File: config.mk
export PLATFORM = sky130hd
export DESIGN_NAME = bram_window_reader_flat
export DESIGN_NICKNAME = d
export VERILOG_FILES = /design/src/rtl/bram_window_reader_if.sv /design/src/rtl/bram_window_reader.sv /design/src/flat_wrapper.sv
export SDC_FILE = /design/constraint.sdc
export NUM_CORES = 1
export LEC_CHECK = 0
export CAP_MARGIN = 25
export CELL_PAD_IN_SITES_DETAIL_PLACEMENT = 0
export CELL_PAD_IN_SITES_GLOBAL_PLACEMENT = 1
export CORE_MARGIN = 2
export CORE_UTILIZATION = 38
export DETAILED_ROUTE_END_ITERATION = 12
export PLACE_DENSITY = 0.86
export SYNTH_ARGS = -nofsm -noshare
export SYNTH_HDL_FRONTEND = slang
export SYNTH_SLANG_ARGS = --single-unit
File: constraint.sdc
create_clock -name clk -period 5.65 [get_ports clk]
set_clock_uncertainty 0.2 [all_clocks]
set_input_delay 1.13 -clock clk [delete_from_list [all_inputs] [get_ports clk]]
set_output_delay 1.13 -clock clk [all_outputs]
set_load 0.05 [all_outputs]
File: src/rtl/bram_window_reader_if.sv
// Bus bundle between the window reader, the BRAM bank pair and the convolution core.
// master is the reader's view; slave is the surrounding system's view.
interface bram_window_reader_if;
    logic        wnd_in_bram;
    logic        bram_low_en;
    logic [31:0] bram_low_addr;
    logic [31:0] bram_low_dout;
    logic        bram_hi_en;
    logic [31:0] bram_hi_addr;
    logic [31:0] bram_hi_dout;
    logic        pixel_ack;
    logic        win_valid;
    logic        win_ready;
    logic [71:0] win0;
    logic [71:0] win1;
    logic [8:0]  win_row;
    logic [9:0]  win_col;
    logic        frame_done;

    modport master (
        input  wnd_in_bram,
        input  bram_low_dout,
        input  bram_hi_dout,
        input  win_ready,
        output bram_low_en,
        output bram_low_addr,
        output bram_hi_en,
        output bram_hi_addr,
        output pixel_ack,
        output win_valid,
        output win0,
        output win1,
        output win_row,
        output win_col,
        output frame_done
    );

    modport slave (
        output wnd_in_bram,
        output bram_low_dout,
        output bram_hi_dout,
        output win_ready,
        input  bram_low_en,
        input  bram_low_addr,
        input  bram_hi_en,
        input  bram_hi_addr,
        input  pixel_ack,
        input  win_valid,
        input  win0,
        input  win1,
        input  win_row,
        input  win_col,
        input  frame_done
    );
endinterface

File: src/rtl/bram_window_reader.sv
// Sweeps a 3x3 neighbourhood over the BRAM line ring, two windows per column-pair step.
module bram_window_reader #(
    parameter int IMG_W     = 640,
    parameter int IMG_H     = 480,
    parameter int RING_ROWS = 7
) (
    input  logic                 clk,
    input  logic                 rst,
    bram_window_reader_if.master bus
);
    localparam int RW    = $clog2(RING_ROWS);
    localparam int STEPS = IMG_W / 2;

    typedef enum logic [2:0] {
        IDLE,
        RD_TOP,
        RD_MID,
        RD_BOT,
        LAST,
        EMIT,
        DONE
    } state_t;

    // rows r-1..r+1 by columns 2k-2..2k+1
    typedef logic [2:0][3:0][7:0] cols_t;

    state_t        state_q;
    logic          armed_q;
    logic [8:0]    r_q;
    logic [8:0]    k_q;
    logic [RW-1:0] top_q;
    logic [7:0]    top_lo_q;
    logic [7:0]    top_hi_q;
    logic [7:0]    mid_lo_q;
    logic [7:0]    mid_hi_q;
    cols_t         cols_q;
    cols_t         cols_d;
    logic          en_q;
    logic [31:0]   lo_addr_q;
    logic [31:0]   hi_addr_q;
    logic          ack_q;
    logic          valid_q;
    logic [71:0]   win0_q;
    logic [71:0]   win1_q;
    logic [8:0]    row_q;
    logic [9:0]    col_q;
    logic          done_q;

    logic [RW-1:0] mid_ring;
    logic [RW-1:0] bot_ring;
    logic [8:0]    k_d;
    logic [8:0]    r_d;
    logic [RW-1:0] top_d;
    logic          frame_end;
    logic          adv_go;
    logic          unused_dout_hi;

    function automatic logic [RW-1:0] ring_inc(input logic [RW-1:0] v);
        return (32'(v) == RING_ROWS - 1) ? '0 : v + 1'b1;
    endfunction

    function automatic logic [31:0] pix_addr(
        input logic [RW-1:0] ring,
        input logic [8:0]    k
    );
        return 32'(ring) * 32'(IMG_W) + {22'd0, k, 1'b0};
    endfunction

    function automatic logic [71:0] pack(input cols_t c, input int off);
        logic [71:0] w;
        w = '0;
        for (int i = 0; i < 3; i++) begin
            for (int j = 0; j < 3; j++) begin
                w[(i*3+j)*8 +: 8] = c[i][j+off];
            end
        end
        return w;
    endfunction

    assign mid_ring = ring_inc(top_q);
    assign bot_ring = ring_inc(mid_ring);
    assign adv_go   = (state_q == LAST && k_q == '0) ||
                      (state_q == EMIT && bus.win_ready);

    assign unused_dout_hi = ^{bus.bram_low_dout[31:8], bus.bram_hi_dout[31:8]};

    always_comb begin
        k_d       = k_q + 9'd1;
        r_d       = r_q;
        top_d     = top_q;
        frame_end = 1'b0;
        if (32'(k_d) == STEPS) begin
            k_d       = '0;
            r_d       = r_q + 9'd1;
            top_d     = ring_inc(top_q);
            frame_end = (32'(r_d) == IMG_H - 1);
        end
    end

    // the oldest column pair falls out; the freshly read pair enters on the right
    always_comb begin
        cols_d = cols_q;
        for (int i = 0; i < 3; i++) begin
            cols_d[i][0] = cols_q[i][2];
            cols_d[i][1] = cols_q[i][3];
        end
        cols_d[0][2] = top_lo_q;
        cols_d[0][3] = top_hi_q;
        cols_d[1][2] = mid_lo_q;
        cols_d[1][3] = mid_hi_q;
        cols_d[2][2] = bus.bram_low_dout[7:0];
        cols_d[2][3] = bus.bram_hi_dout[7:0];
    end

    always_ff @(posedge clk) begin
        if (rst) begin
            state_q   <= IDLE;
            armed_q   <= 1'b1;
            r_q       <= 9'd1;
            k_q       <= '0;
            top_q     <= '0;
            top_lo_q  <= '0;
            top_hi_q  <= '0;
            mid_lo_q  <= '0;
            mid_hi_q  <= '0;
            cols_q    <= '0;
            en_q      <= 1'b0;
            lo_addr_q <= '0;
            hi_addr_q <= '0;
            ack_q     <= 1'b0;
            valid_q   <= 1'b0;
            win0_q    <= '0;
            win1_q    <= '0;
            row_q     <= '0;
            col_q     <= '0;
            done_q    <= 1'b0;
        end else begin
            ack_q  <= 1'b0;
            done_q <= 1'b0;
            unique case (state_q)
                IDLE: begin
                    if (bus.wnd_in_bram && armed_q) begin
                        state_q   <= RD_TOP;
                        r_q       <= 9'd1;
                        k_q       <= '0;
                        top_q     <= '0;
                        en_q      <= 1'b1;
                        lo_addr_q <= pix_addr('0, '0);
                        hi_addr_q <= pix_addr('0, '0) + 32'd1;
                    end
                end
                RD_TOP: begin
                    state_q   <= RD_MID;
                    lo_addr_q <= pix_addr(mid_ring, k_q);
                    hi_addr_q <= pix_addr(mid_ring, k_q) + 32'd1;
                end
                RD_MID: begin
                    state_q   <= RD_BOT;
                    top_lo_q  <= bus.bram_low_dout[7:0];
                    top_hi_q  <= bus.bram_hi_dout[7:0];
                    lo_addr_q <= pix_addr(bot_ring, k_q);
                    hi_addr_q <= pix_addr(bot_ring, k_q) + 32'd1;
                end
                RD_BOT: begin
                    state_q  <= LAST;
                    mid_lo_q <= bus.bram_low_dout[7:0];
                    mid_hi_q <= bus.bram_hi_dout[7:0];
                    en_q     <= 1'b0;
                    ack_q    <= 1'b1;
                end
                LAST: begin
                    cols_q <= cols_d;
                    if (k_q != '0) begin
                        state_q <= EMIT;
                        valid_q <= 1'b1;
                        win0_q  <= pack(cols_d, 0);
                        win1_q  <= pack(cols_d, 1);
                        row_q   <= r_q;
                        col_q   <= {k_q, 1'b0} - 10'd1;
                    end
                end
                EMIT: begin
                    if (bus.win_ready) begin
                        valid_q <= 1'b0;
                    end
                end
                DONE: begin
                    state_q <= IDLE;
                    armed_q <= 1'b0;
                end
                default: state_q <= IDLE;
            endcase
            if (adv_go) begin
                k_q   <= k_d;
                r_q   <= r_d;
                top_q <= top_d;
                if (frame_end) begin
                    state_q <= DONE;
                    done_q  <= 1'b1;
                end else begin
                    state_q   <= RD_TOP;
                    en_q      <= 1'b1;
                    lo_addr_q <= pix_addr(top_d, k_d);
                    hi_addr_q <= pix_addr(top_d, k_d) + 32'd1;
                end
            end
            // a low level re-arms, so only a fresh rising edge starts a frame
            if (!bus.wnd_in_bram) begin
                armed_q <= 1'b1;
            end
        end
    end

    assign bus.bram_low_en   = en_q;
    assign bus.bram_hi_en    = en_q;
    assign bus.bram_low_addr = lo_addr_q;
    assign bus.bram_hi_addr  = hi_addr_q;
    assign bus.pixel_ack     = ack_q;
    assign bus.win_valid     = valid_q;
    assign bus.win0          = win0_q;
    assign bus.win1          = win1_q;
    assign bus.win_row       = row_q;
    assign bus.win_col       = col_q;
    assign bus.frame_done    = done_q;
endmodule
File: src/flat_wrapper.sv
// flat-port wrapper written by rule: the top's interface ports become plain ports
module bram_window_reader_flat 
#(
    parameter int IMG_W     = 640,
    parameter int IMG_H     = 480,
    parameter int RING_ROWS = 7
)
  (clk, rst, bus_wnd_in_bram, bus_bram_low_dout, bus_bram_hi_dout, bus_win_ready, bus_bram_low_en, bus_bram_low_addr, bus_bram_hi_en, bus_bram_hi_addr, bus_pixel_ack, bus_win_valid, bus_win0, bus_win1, bus_win_row, bus_win_col, bus_frame_done);
  bram_window_reader_if bus_i ();
  input  logic clk;
  input  logic rst;
  input wire logic [$bits(bus_i.wnd_in_bram)-1:0] bus_wnd_in_bram;
  input wire logic [$bits(bus_i.bram_low_dout)-1:0] bus_bram_low_dout;
  input wire logic [$bits(bus_i.bram_hi_dout)-1:0] bus_bram_hi_dout;
  input wire logic [$bits(bus_i.win_ready)-1:0] bus_win_ready;
  output wire logic [$bits(bus_i.bram_low_en)-1:0] bus_bram_low_en;
  output wire logic [$bits(bus_i.bram_low_addr)-1:0] bus_bram_low_addr;
  output wire logic [$bits(bus_i.bram_hi_en)-1:0] bus_bram_hi_en;
  output wire logic [$bits(bus_i.bram_hi_addr)-1:0] bus_bram_hi_addr;
  output wire logic [$bits(bus_i.pixel_ack)-1:0] bus_pixel_ack;
  output wire logic [$bits(bus_i.win_valid)-1:0] bus_win_valid;
  output wire logic [$bits(bus_i.win0)-1:0] bus_win0;
  output wire logic [$bits(bus_i.win1)-1:0] bus_win1;
  output wire logic [$bits(bus_i.win_row)-1:0] bus_win_row;
  output wire logic [$bits(bus_i.win_col)-1:0] bus_win_col;
  output wire logic [$bits(bus_i.frame_done)-1:0] bus_frame_done;
  assign bus_i.wnd_in_bram = bus_wnd_in_bram;
  assign bus_i.bram_low_dout = bus_bram_low_dout;
  assign bus_i.bram_hi_dout = bus_bram_hi_dout;
  assign bus_i.win_ready = bus_win_ready;
  assign bus_bram_low_en = bus_i.bram_low_en;
  assign bus_bram_low_addr = bus_i.bram_low_addr;
  assign bus_bram_hi_en = bus_i.bram_hi_en;
  assign bus_bram_hi_addr = bus_i.bram_hi_addr;
  assign bus_pixel_ack = bus_i.pixel_ack;
  assign bus_win_valid = bus_i.win_valid;
  assign bus_win0 = bus_i.win0;
  assign bus_win1 = bus_i.win1;
  assign bus_win_row = bus_i.win_row;
  assign bus_win_col = bus_i.win_col;
  assign bus_frame_done = bus_i.frame_done;
  bram_window_reader #(.IMG_W(IMG_W), .IMG_H(IMG_H), .RING_ROWS(RING_ROWS)) u_core (.clk(clk), .rst(rst), .bus(bus_i));
endmodule
==> results.cfg <==
[floorplanning]
dieWidth_um = 179
start_util_pct = 38.3
core_area_mm2 = 0.0303
die_h_um = 179
row_count = 64
io_pins = 300
fp.dieArea_mm2 = 0.0320

[timing]
setup_viol_count_final = 0
post-route-min-period_ps = 4110
max_freq_ghz = 0.243
slew_viol_final = 0
rsz0062_at_grt = false
hold_viol = 0
worstMarginPinSlew_ps = 1020
max_slew_margin_pct = 31.9
finalSetupTns_ps = 0
finalCritPeriodShare_pct = 72.7
whs_ps = 249

[worst_setup_path]
required_ps = 5930
r2r_slack_ps = 1540
cp_slowest_cell = nor3_4
worstPathCellList = ha_1, nand4_1, nor3_4, mux2_2, ha_1, ha_1, a21oi_1, nor2_1, xnor2_1, a31o_2, a31oi_1
path_max_fanout = 18
crit_arrival_ps = 4390
critical_path_buf_inv_count = 0
path_class = flop to flop
crit-reg2reg-launch = u_core.k_q[0]
critPathCaptureType = flop
reg2reg_depth = 11
cp-start-kind = flop
cp_top_family = simple AND/OR/NAND/NOR gates
crit_start = u_core.k_q[0]
reg2reg_to = u_core.bus.bram_hi_addr[12]
max_stage_delay_ps = 780
cpMostUsedCell = ha_1

[route]
num_vias = 9918
wire_per_inst_um = 16.3
vias_per_cell = 5.04
drt-pass1-iter-count = 5
drc_errors = 0
drtIter0Drc = 649
finalWirelength_mm = 32.1
postRouteAntennaNets = 0

[yosys]
yosysWarnings = 0
synth.avg_cell_area_um2 = 8.28
ys_top_cells_by_area = dfxtp_1 50%, nand2_1 14%, a21oi_1 9.5%
synthesis.nets = 1499
ys_seq_elements = 288
yosysTopAreaCell = dfxtp_1
netlist_top_cells_count = 429 x nand2_1, 288 x dfxtp_1, 221 x a21oi_1
synth_cell_types = 64
synth_edf_count = 0
netlist_area_mm2 = 0.0116
synthFlopType = dfxtp_1
postSynthCellCount = 1406
synth.most_common_cell = nand2_1
async_reset_ff_share_pct = 0
yosysTopAreaCellShare_pct = 49.5
synth.yosys.seq_area_share_pct = 49.5

[clock_network]
post_cts_buffers = 0
cts_htree_levels = 1
cts_resized = 0
clock_path_buffers = 3
cts.clk_slew.worst_paths_ps = 60
cts_tree = built
holdBufCountCts = 0
clkSinkCount = 288
numCtsBuffers = 31
clockRootBuffer = clkbuf_16
clk_latency_ps = 560

[power]
vdd_ir_drop_max_mv = 0.203
internal_power_uw = 3230
power_leakage_uw = 0.00504
powerDensity_mw_per_mm2 = 284
p_switching_uw = 1020
pwr-share-comb_pct = 5.8
clock_power_share_pct = 45.4
p_sw_share_pct = 23.9
pwr-share-seq_pct = 48.8

[placement]
place_hpwl_mm = 20.8
port_buffers = 251
place_congestion = 0.813

[cells_and_area]
nets = 1645
nFillCells = 2931
n_antenna_cell = 0
drive_gt1_share_pct = 5.34
area_growth_syn_to_layout_pct = 28.6

[global_routing]
grt_pass1_vias = 9141
antenna_found_initial = 0
grt_max_degree = 153
grt_pass1_wl_mm = 49.5
grt-ovfl-total = 0
grt_usage_pct = 19.4

[job]
maxCapViolCount = 0

[hold_path]
hold_start = u_core.cols_d[65]
hold_end = u_core.bus.win0[49]
worstHoldPathType = flop to flop
holdPathStages = 2

[outcome]
status = finished clean
==> power by group through the flow <==
stage,Clock [uW],Sequential (uW),Combinational [uW]
4_1_cts,1970,2080,241
3_5_place_dp,0,2120,240
5_1_grt,2050,2080,267
3_3_place_gp,0,2120,237
2_1_floorplan,0,2140,124
6_report,1930,2080,246
==> layer usage <==
layer / up-vias / part of all wire (%) / global-route usage [%]
met5: - / 0 / 0
met4: 0 / 2.2 / 4.64
met3: 50 / 5.3 / 3.07
met2: 245 / 46 / 31.7
met1: 4686 / 46 / 26.7
li1: 4937 / - / -
==> metrics by stage <==
stage	area (um2)	cells	utilization, %	worst slack (ps)	power [uW]
after global routing	15000	1969	49.3	1320	4390
after floorplan	11600	1406	-	2060	2270
after detailed placement	13900	1911	46.0	1590	2360
after global placement	13900	1910	45.9	1660	2360
after CTS	14900	1965	49.1	1580	4290
final	15000	1969	49.3	1540	4250
==> state kept, by name (all words and copies together), names as in the netlist, 8 cells and up <==
register and cells:
u_core.bus.win1 72, u_core.cols_d 48, u_core.bus.bram_hi_addr 32, u_core.bus.bram_low_addr 32, u_core.bus.win0 24, u_core.bus.win_col 10, u_core.bus.win_row 9, u_core.k_q 9
u_core.r_q 9, u_core.mid_hi_q 8, u_core.mid_lo_q 8, u_core.top_hi_q 8, u_core.top_lo_q 8
==> final cells by class <==
cell class	count	area [um2]	share of cell area, %
clock buffer	43	871	5.82
inverter	14	52.6	0.351
sequential	288	5770	38.5
multi-input combinational	953	5020	33.6
clock inverter	11	83.8	0.560
tap	396	495	3.31
timing repair buffer	264	2670	17.9
==> cell usage in the layout (no fill, tap or decap), types with 10 or more instances in the layout <==
| master | n |
|---|---|
| o31ai_1 | 10 |
| nand3_1 | 15 |
| a21oi_1 | 221 |
| xnor2_1 | 17 |
| dfxtp_1 | 288 |
| clkdlybuf4s50_1 | 250 |
| clkbuf_16 | 31 |
| and2_1 | 43 |
| a22oi_1 | 15 |
| o21ai_0 | 13 |
| ha_1 | 22 |
| nor2_1 | 42 |
| a221oi_1 | 10 |
| nand2_1 | 429 |
| inv_1 | 14 |
==> cells by family (layout without fill, tap and decap cells) <==
family	Yosys count	count (layout)	share of synthesized area (%)
AO/OA/AOI/OAI	317	317	16.3
XOR/XNOR	25	25	1.88
adder cells (fa/ha/maj)	25	25	2.88
buffers and inverters	165	332	7.47
flip-flops	288	288	49.5
multiplexers	7	7	0.645
AND/OR/NAND/NOR	579	579	21.2
==> worst max-delay path by stage <==
stage	endpoint	slack [ps]	cells past startpoint
final	u_core.bus.bram_hi_addr[12]	1540	11
after global routing	u_core.bus.bram_low_addr[12]	1320	11
after CTS	u_core.bus.bram_hi_addr[12]	1580	11
after detailed placement	u_core.bus.bram_hi_addr[12]	1590	11
after global placement	u_core.bus.bram_hi_addr[12]	1660	11
after floorplan	u_core.bus.bram_hi_addr[12]	2060	13
==> tightest hold or removal path, cell delays in order (launching register included) <==
cell and delay, ps:
dfxtp_1 310, nand2_1 50, a21oi_1 50
Note: power is estimated with default switching activity, not from simulation.
==> RTL change 1: new RTL, config.mk and constraints unchanged <==
Encoding of `state_t`: now one-hot (7 bits for 7 states).
--- a/src/rtl/bram_window_reader.sv
+++ b/src/rtl/bram_window_reader.sv
@@ -12,12 +12,12 @@
     localparam int STEPS = IMG_W / 2;
 
-    typedef enum logic [2:0] {
-        IDLE,
-        RD_TOP,
-        RD_MID,
-        RD_BOT,
-        LAST,
-        EMIT,
-        DONE
+    typedef enum logic [6:0] {
+        IDLE   = 7'b0000001,
+        RD_TOP = 7'b0000010,
+        RD_MID = 7'b0000100,
+        RD_BOT = 7'b0001000,
+        LAST   = 7'b0010000,
+        EMIT   = 7'b0100000,
+        DONE   = 7'b1000000
     } state_t;
 
Check against the original RTL: no difference found for any inputs over 4 cycles, from zero or initial values and one cycle with rst high; so few cycles prove little.
==> RTL change 1 against the unedited design <==
Wire length rose by 1.3%; largest cell class unchanged; sequential cell count grew 4; critical path type unchanged; die area up 0.18%; combinational power down 46%; global-route usage grew 0.27 points; setup slack gained 390 ps; highest routed layer unchanged; fmax up 11%; via count is 0.82% higher; total power rose by 0.52%; final area grew 0.80%; synthesized area rose by 0.18%; clock power increased by 7%; critical endpoint unchanged.
==> RTL change 1: results (changes against the unedited design) <==
The number of instances resized during post-cts repair is 0 (unchanged), and the later-pin clock latency in the skew report is 560 ps (about the same). The launching instance or port of the critical path is u_core.k_q[0]$_SDFFE_PP0P_. The worst hold slack after final layout was 252 ps (+2.96 ps). In the synthesized netlist, the cells that appear most often are nand2_1 (392), dfxtp_1 (292), a21oi_1 (201). The distinct cell type count of the synthesized netlist was 63 (-1.6%).

The initial detailed-routing violation count was 684 (+5.4%); the pin slew with the least headroom to its limit was 1010 ps (-6.91 ps). The cell chosen for the clock root is clkbuf_16. The path class of the tightest hold or removal check is register to register.

The tools report the signal arrival time at the worst endpoint as 3960 ps (-430 ps). For the net count after synthesis, the log shows 1485 (-0.93%). Overall fraction of global-route tracks in use: 19.6% (+0.27 points). For the number of nets in the finished design, the log shows 1637 (-0.49%).

The number of global-route vias before repair came out at 9256 (+1.3%). The tools report the maximum buffer depth of the clock tree as 3 (unchanged). The total CTS buffers was 31 (unchanged); the weighted congestion at the end of routability-driven global placement was 0.848 (+4.3%). The number of port buffers is 251 (unchanged).

The diode insertion count for antenna repair came out at 0 (unchanged). The H-tree level count was 1 (unchanged); the clock-pin slew on the worst setup and hold paths was 60 ps (about the same). Yosys synthesis warning count: 0 (unchanged). The largest fanout of any net on the critical path was 12 (-6); the cell count of the worst reg-to-reg path was 10 (-1). The setup slack of the worst register-to-register path came out at 1930 ps (+390 ps). Yosys attributes the largest share of cell area to dfxtp_1 (50%), nand2_1 (13%), a21oi_1 (8.6%). Worst ir drop on vdd: 246 uV (+22%). Post-synthesis average cell area: 8.36 um^2 (+1.0%). The number of detailed-route iterations in the first pass was 5 (unchanged).

The buffer count from post-CTS setup fixing is 0 (unchanged), and the post-layout instance count excluding filler cells is 1962 (-0.36%). The global-route wire length before repair came out at 50.4 mm (+1.7%). For the leakage power of the design, the log shows 5.32 nW (+5.5%). Count of cells along the worst hold path: 2 (unchanged). The initial antenna violation count was 0 (unchanged).

Post-DP HPWL: 21.5 mm (+3.5%). The cell total after placement is 1908 (-0.16%). The share of flip-flops with an asynchronous set or reset is 0% (unchanged). The end of the worst register-to-register path was u_core.bus.bram_hi_addr[12]$_SDFF_PP0_. The number of flip-flops in the largest register came out at 72 (unchanged). The layout cell share with drive strength beyond 1 came out at 4.79% (-0.55 points).

The flow ran to the end, and the final reports show no timing, DRC or antenna violations. The worst hold path terminates at u_core.bus.win0[55]$_SDFFE_PP0P_. The run gives 32.6 mm (+1.3%) as the total detailed-routing wirelength. The worst hold path begins at u_core.cols_d[71]$_SDFFE_PP0P_. The maximum number of pins on one net before global-route repair was 146 (-4.6%). The fraction of the yosys area taken by sequential cells came out at 50.1% (+0.60 points). The total placed instance area was 14000 um^2 (+0.51%). The total number of vias came out at 9999 (+0.82%).
-- RTL change 1: cell count changes after synthesis, moves of 5 or more --
cell	before	now
a21oi_1	221	201
nor2_1	43	62
mux2i_1	3	18
nand2_1	429	392
o31ai_1	11	2
a22oi_1	15	20
o32ai_1	2	8
nand4_1	4	9
nor2b_1	2	7
clkbuf_1	76	68
buf_2	9	17
xor2_1	8	14
-- RTL change 1: area by class of cell --
type / count / area (um^2)
Clock inverter: 7 / 139
Sequential cell: 292 / 5850
Inverter: 12 / 45.0
Clock buffer: 46 / 902
Timing Repair Buffer: 264 / 2630
Fill cell: 2906 / 15300
Multi-Input combinational cell: 945 / 5020
Tap cell: 396 / 495
-- RTL change 1: power by group --
part	total [mW]	switching (mW)	internal, mW
Clock	2.07	0.797	1.27
Combinational	0.134	0.0989	0.0347
Sequential	2.07	0.00537	2.06
-- RTL change 1: metal layers --
layer  share of wire, %  GRT usage (%)  up-vias  routed length (um)
met4                2.2           5.44        0                 718
met1                 47           28.3     4683               15500
met2                 42           29.2      343               13800
li1                   -              -     4931                   -
met5                  0              0        -                   0
met3                7.9           4.60       42                2560
-- RTL change 1: per-stage QoR --
step / utilization (%) / setup WS, ps
2_1_floorplan: - / 2340
3_3_place_gp: 46.1 / 2070
3_5_place_dp: 46.1 / 1950
4_1_cts: 49.5 / 1930
5_1_grt: 49.6 / 1620
6_report: 49.6 / 1930
-- RTL change 1: worst max-delay path, stage by stage, from the launching register on --
cell and delay (ps):
dfxtp_1 630, ha_1 340, nand2_1 170, nor4_4 500, mux2_2 420, ha_1 280
ha_1 320, a21oi_1 230, nor2_1 80, xnor2_1 150, a221oi_1 290
-- RTL change 1: how the worst max path moves through the flow --
| stage | endpoint | slack, ps | cells past startpoint |
|---|---|---|---|
| global route | u_core.bus.bram_hi_addr[12]$_SDFF_PP0_ | 1620 | 10 |
| finish | u_core.bus.bram_hi_addr[12]$_SDFF_PP0_ | 1930 | 10 |
| CTS | u_core.bus.bram_hi_addr[12]$_SDFF_PP0_ | 1930 | 10 |
| detailed placement | u_core.bus.bram_hi_addr[12]$_SDFF_PP0_ | 1950 | 10 |
| floorplan | u_core.bus.bram_hi_addr[10]$_SDFF_PP0_ | 2340 | 11 |
| global placement | u_core.bus.bram_low_addr[12]$_SDFF_PP0_ | 2070 | 10 |
-- RTL change 1: logic make-up (layout without fill, tap and decap cells) --
kind of cell | Yosys count | in the layout | synth area share [%]
DFF | 292 | 292 | 50.1
adders and majority gates | 23 | 23 | 2.66
xor gates and xnor gates | 28 | 28 | 2.10
and+or+nand+nor | 568 | 568 | 20.9
muxes | 20 | 20 | 1.74
AOI/OAI and AO/OA | 306 | 306 | 15.4
buffers and inverters | 157 | 329 | 7.00
==> RTL change 2: new RTL, config.mk and constraints unchanged <==
Without the edit above. `RING_ROWS` is set to 7 in 2 places; all go to 8.
--- a/src/rtl/bram_window_reader.sv
+++ b/src/rtl/bram_window_reader.sv
@@ -3,5 +3,5 @@
     parameter int IMG_W     = 640,
     parameter int IMG_H     = 480,
-    parameter int RING_ROWS = 7
+    parameter int RING_ROWS = 8
 ) (
     input  logic                 clk,
--- a/src/flat_wrapper.sv
+++ b/src/flat_wrapper.sv
@@ -4,5 +4,5 @@
     parameter int IMG_W     = 640,
     parameter int IMG_H     = 480,
-    parameter int RING_ROWS = 7
+    parameter int RING_ROWS = 8
 )
   (clk, rst, bus_wnd_in_bram, bus_bram_low_dout, bus_bram_hi_dout, bus_win_ready, bus_bram_low_en, bus_bram_low_addr, bus_bram_hi_en, bus_bram_hi_addr, bus_pixel_ack, bus_win_valid, bus_win0, bus_win1, bus_win_row, bus_win_col, bus_frame_done);
Check against the original RTL: no difference found for any inputs over 4 cycles, from zero or initial values and one cycle with rst high; that may be too few to reach the edited logic, so the function may still have changed.
==> RTL change 2 against the unedited design <==
Sequential cell count unchanged; wire length fell by 3.5%; setup slack better by 380 ps; fmax grew 10%; final area is 0.24% lower; total power grew 3.1%; synthesized area down 0.91%; global-route usage fell by 0.37 points; sequential power is essentially flat; highest routed layer unchanged; critical path depth increased by 1; sequential share of layout area grew 0.094 points.
==> RTL change 2: results (changes against the unedited design) <==
The leakage power of the design is 5.24 nW (+4.0%). The run gives 48.6 mm (-1.8%) as the global-route wire length before repair. The cell total after placement is 1879 (-1.7%), and the setup slack of the worst register-to-register path is 1920 ps (+380 ps). The run gives 31.0 mm (-3.5%) as the total detailed-routing wirelength. The startpoint identified for the worst hold timing path is u_core.cols_d[35]$_SDFFE_PP0P_.

The cell count of the worst reg-to-reg path is 12 (+1), and the pin slew with the least headroom to its limit is 1020 ps (-5.64 ps). The tools report the synthesized instance count as 1374 (-2.3%). The fraction of the yosys area taken by sequential cells was 50.0% (+0.46 points). For this design, the slowest cell found on the critical path is nor2b_1.

The overall fraction of global-route tracks in use was 19.0% (-0.37 points); the vias per cell was 4.95 (-1.7%). The area growth from synthesis to layout is 29.5%. For the net count after synthesis, the log shows 1470 (-1.9%). The largest fanout of any net on the critical path is 7 (-11), and the top achievable clock speed is 268 MHz (+10%). The net switching component of the power is 1.01 mW (-0.21%).

The run gives 1620 (-1.5%) as the number of nets in the finished design. The stage delay of the slowest cell on the critical path was 500 ps (-280 ps); the worst ir drop on vdd was 231 uV (+14%). The flow ran to the end, and the final reports show no timing, DRC or antenna violations.

For the distinct cell type count of the synthesized netlist, the log shows 67 (+4.7%). Total placed instance area: 13900 um^2 (-0.68%). The fill cell instance count of the final layout was 2838 (-3.2%).
-- RTL change 2: changes by cell type after synthesis, moves of 7 or more --
cell and change:
a221oi_1 -8, a221oi_2 +7, buf_2 +8, clkbuf_1 -17, nor2_1 -9, o21ai_0 +7
o31ai_1 -9
-- RTL change 2: kinds of logic after synthesis --
family / count (synthesis) / synth area share [%]
mux: 4 / 0.369
fa+ha+maj: 28 / 3.23
buf+inv: 157 / 7.29
flops: 288 / 50.0
simple gates: 562 / 21.4
compound gates: 311 / 15.9
xor+xnor: 24 / 1.82
-- RTL change 2: power groups by stage --
stage | clock (mW) | combinational (mW) | sequential (mW)
after floorplan | 0 | 0.123 | 2.14
after global placement | 0 | 0.228 | 2.12
after detailed placement | 0 | 0.231 | 2.12
after CTS | 2.12 | 0.231 | 2.08
after global routing | 2.21 | 0.253 | 2.08
final | 2.07 | 0.234 | 2.08
-- RTL change 2: per-layer routing --
layer  vias up  share of wire (%)  GRT usage, %
li1       4833                  -             -
met1      4480                 46          26.0
met2       246                 45          30.6
met3        41                6.3          4.05
met4         0                1.8          4.67
met5         -                  0             0
-- RTL change 2: critical path: cells and delay by family (launching register included) --
family                   cells  cell delay (ps)
AO/OA/AOI/OAI                3              670
XOR/XNOR                     1              170
adder cells (fa/ha/maj)      6             1570
flip-flops                   1              400
AND/OR/NAND/NOR              2              590
-- RTL change 2: area by class of cell --
class | count | area share (%)
tap | 390 | 3.27
multi-input combinational | 929 | 33.2
inverter | 14 | 0.352
clock inverter | 12 | 0.964
clock buffer | 46 | 6.11
sequential | 288 | 38.6
timing repair buffer | 260 | 17.5
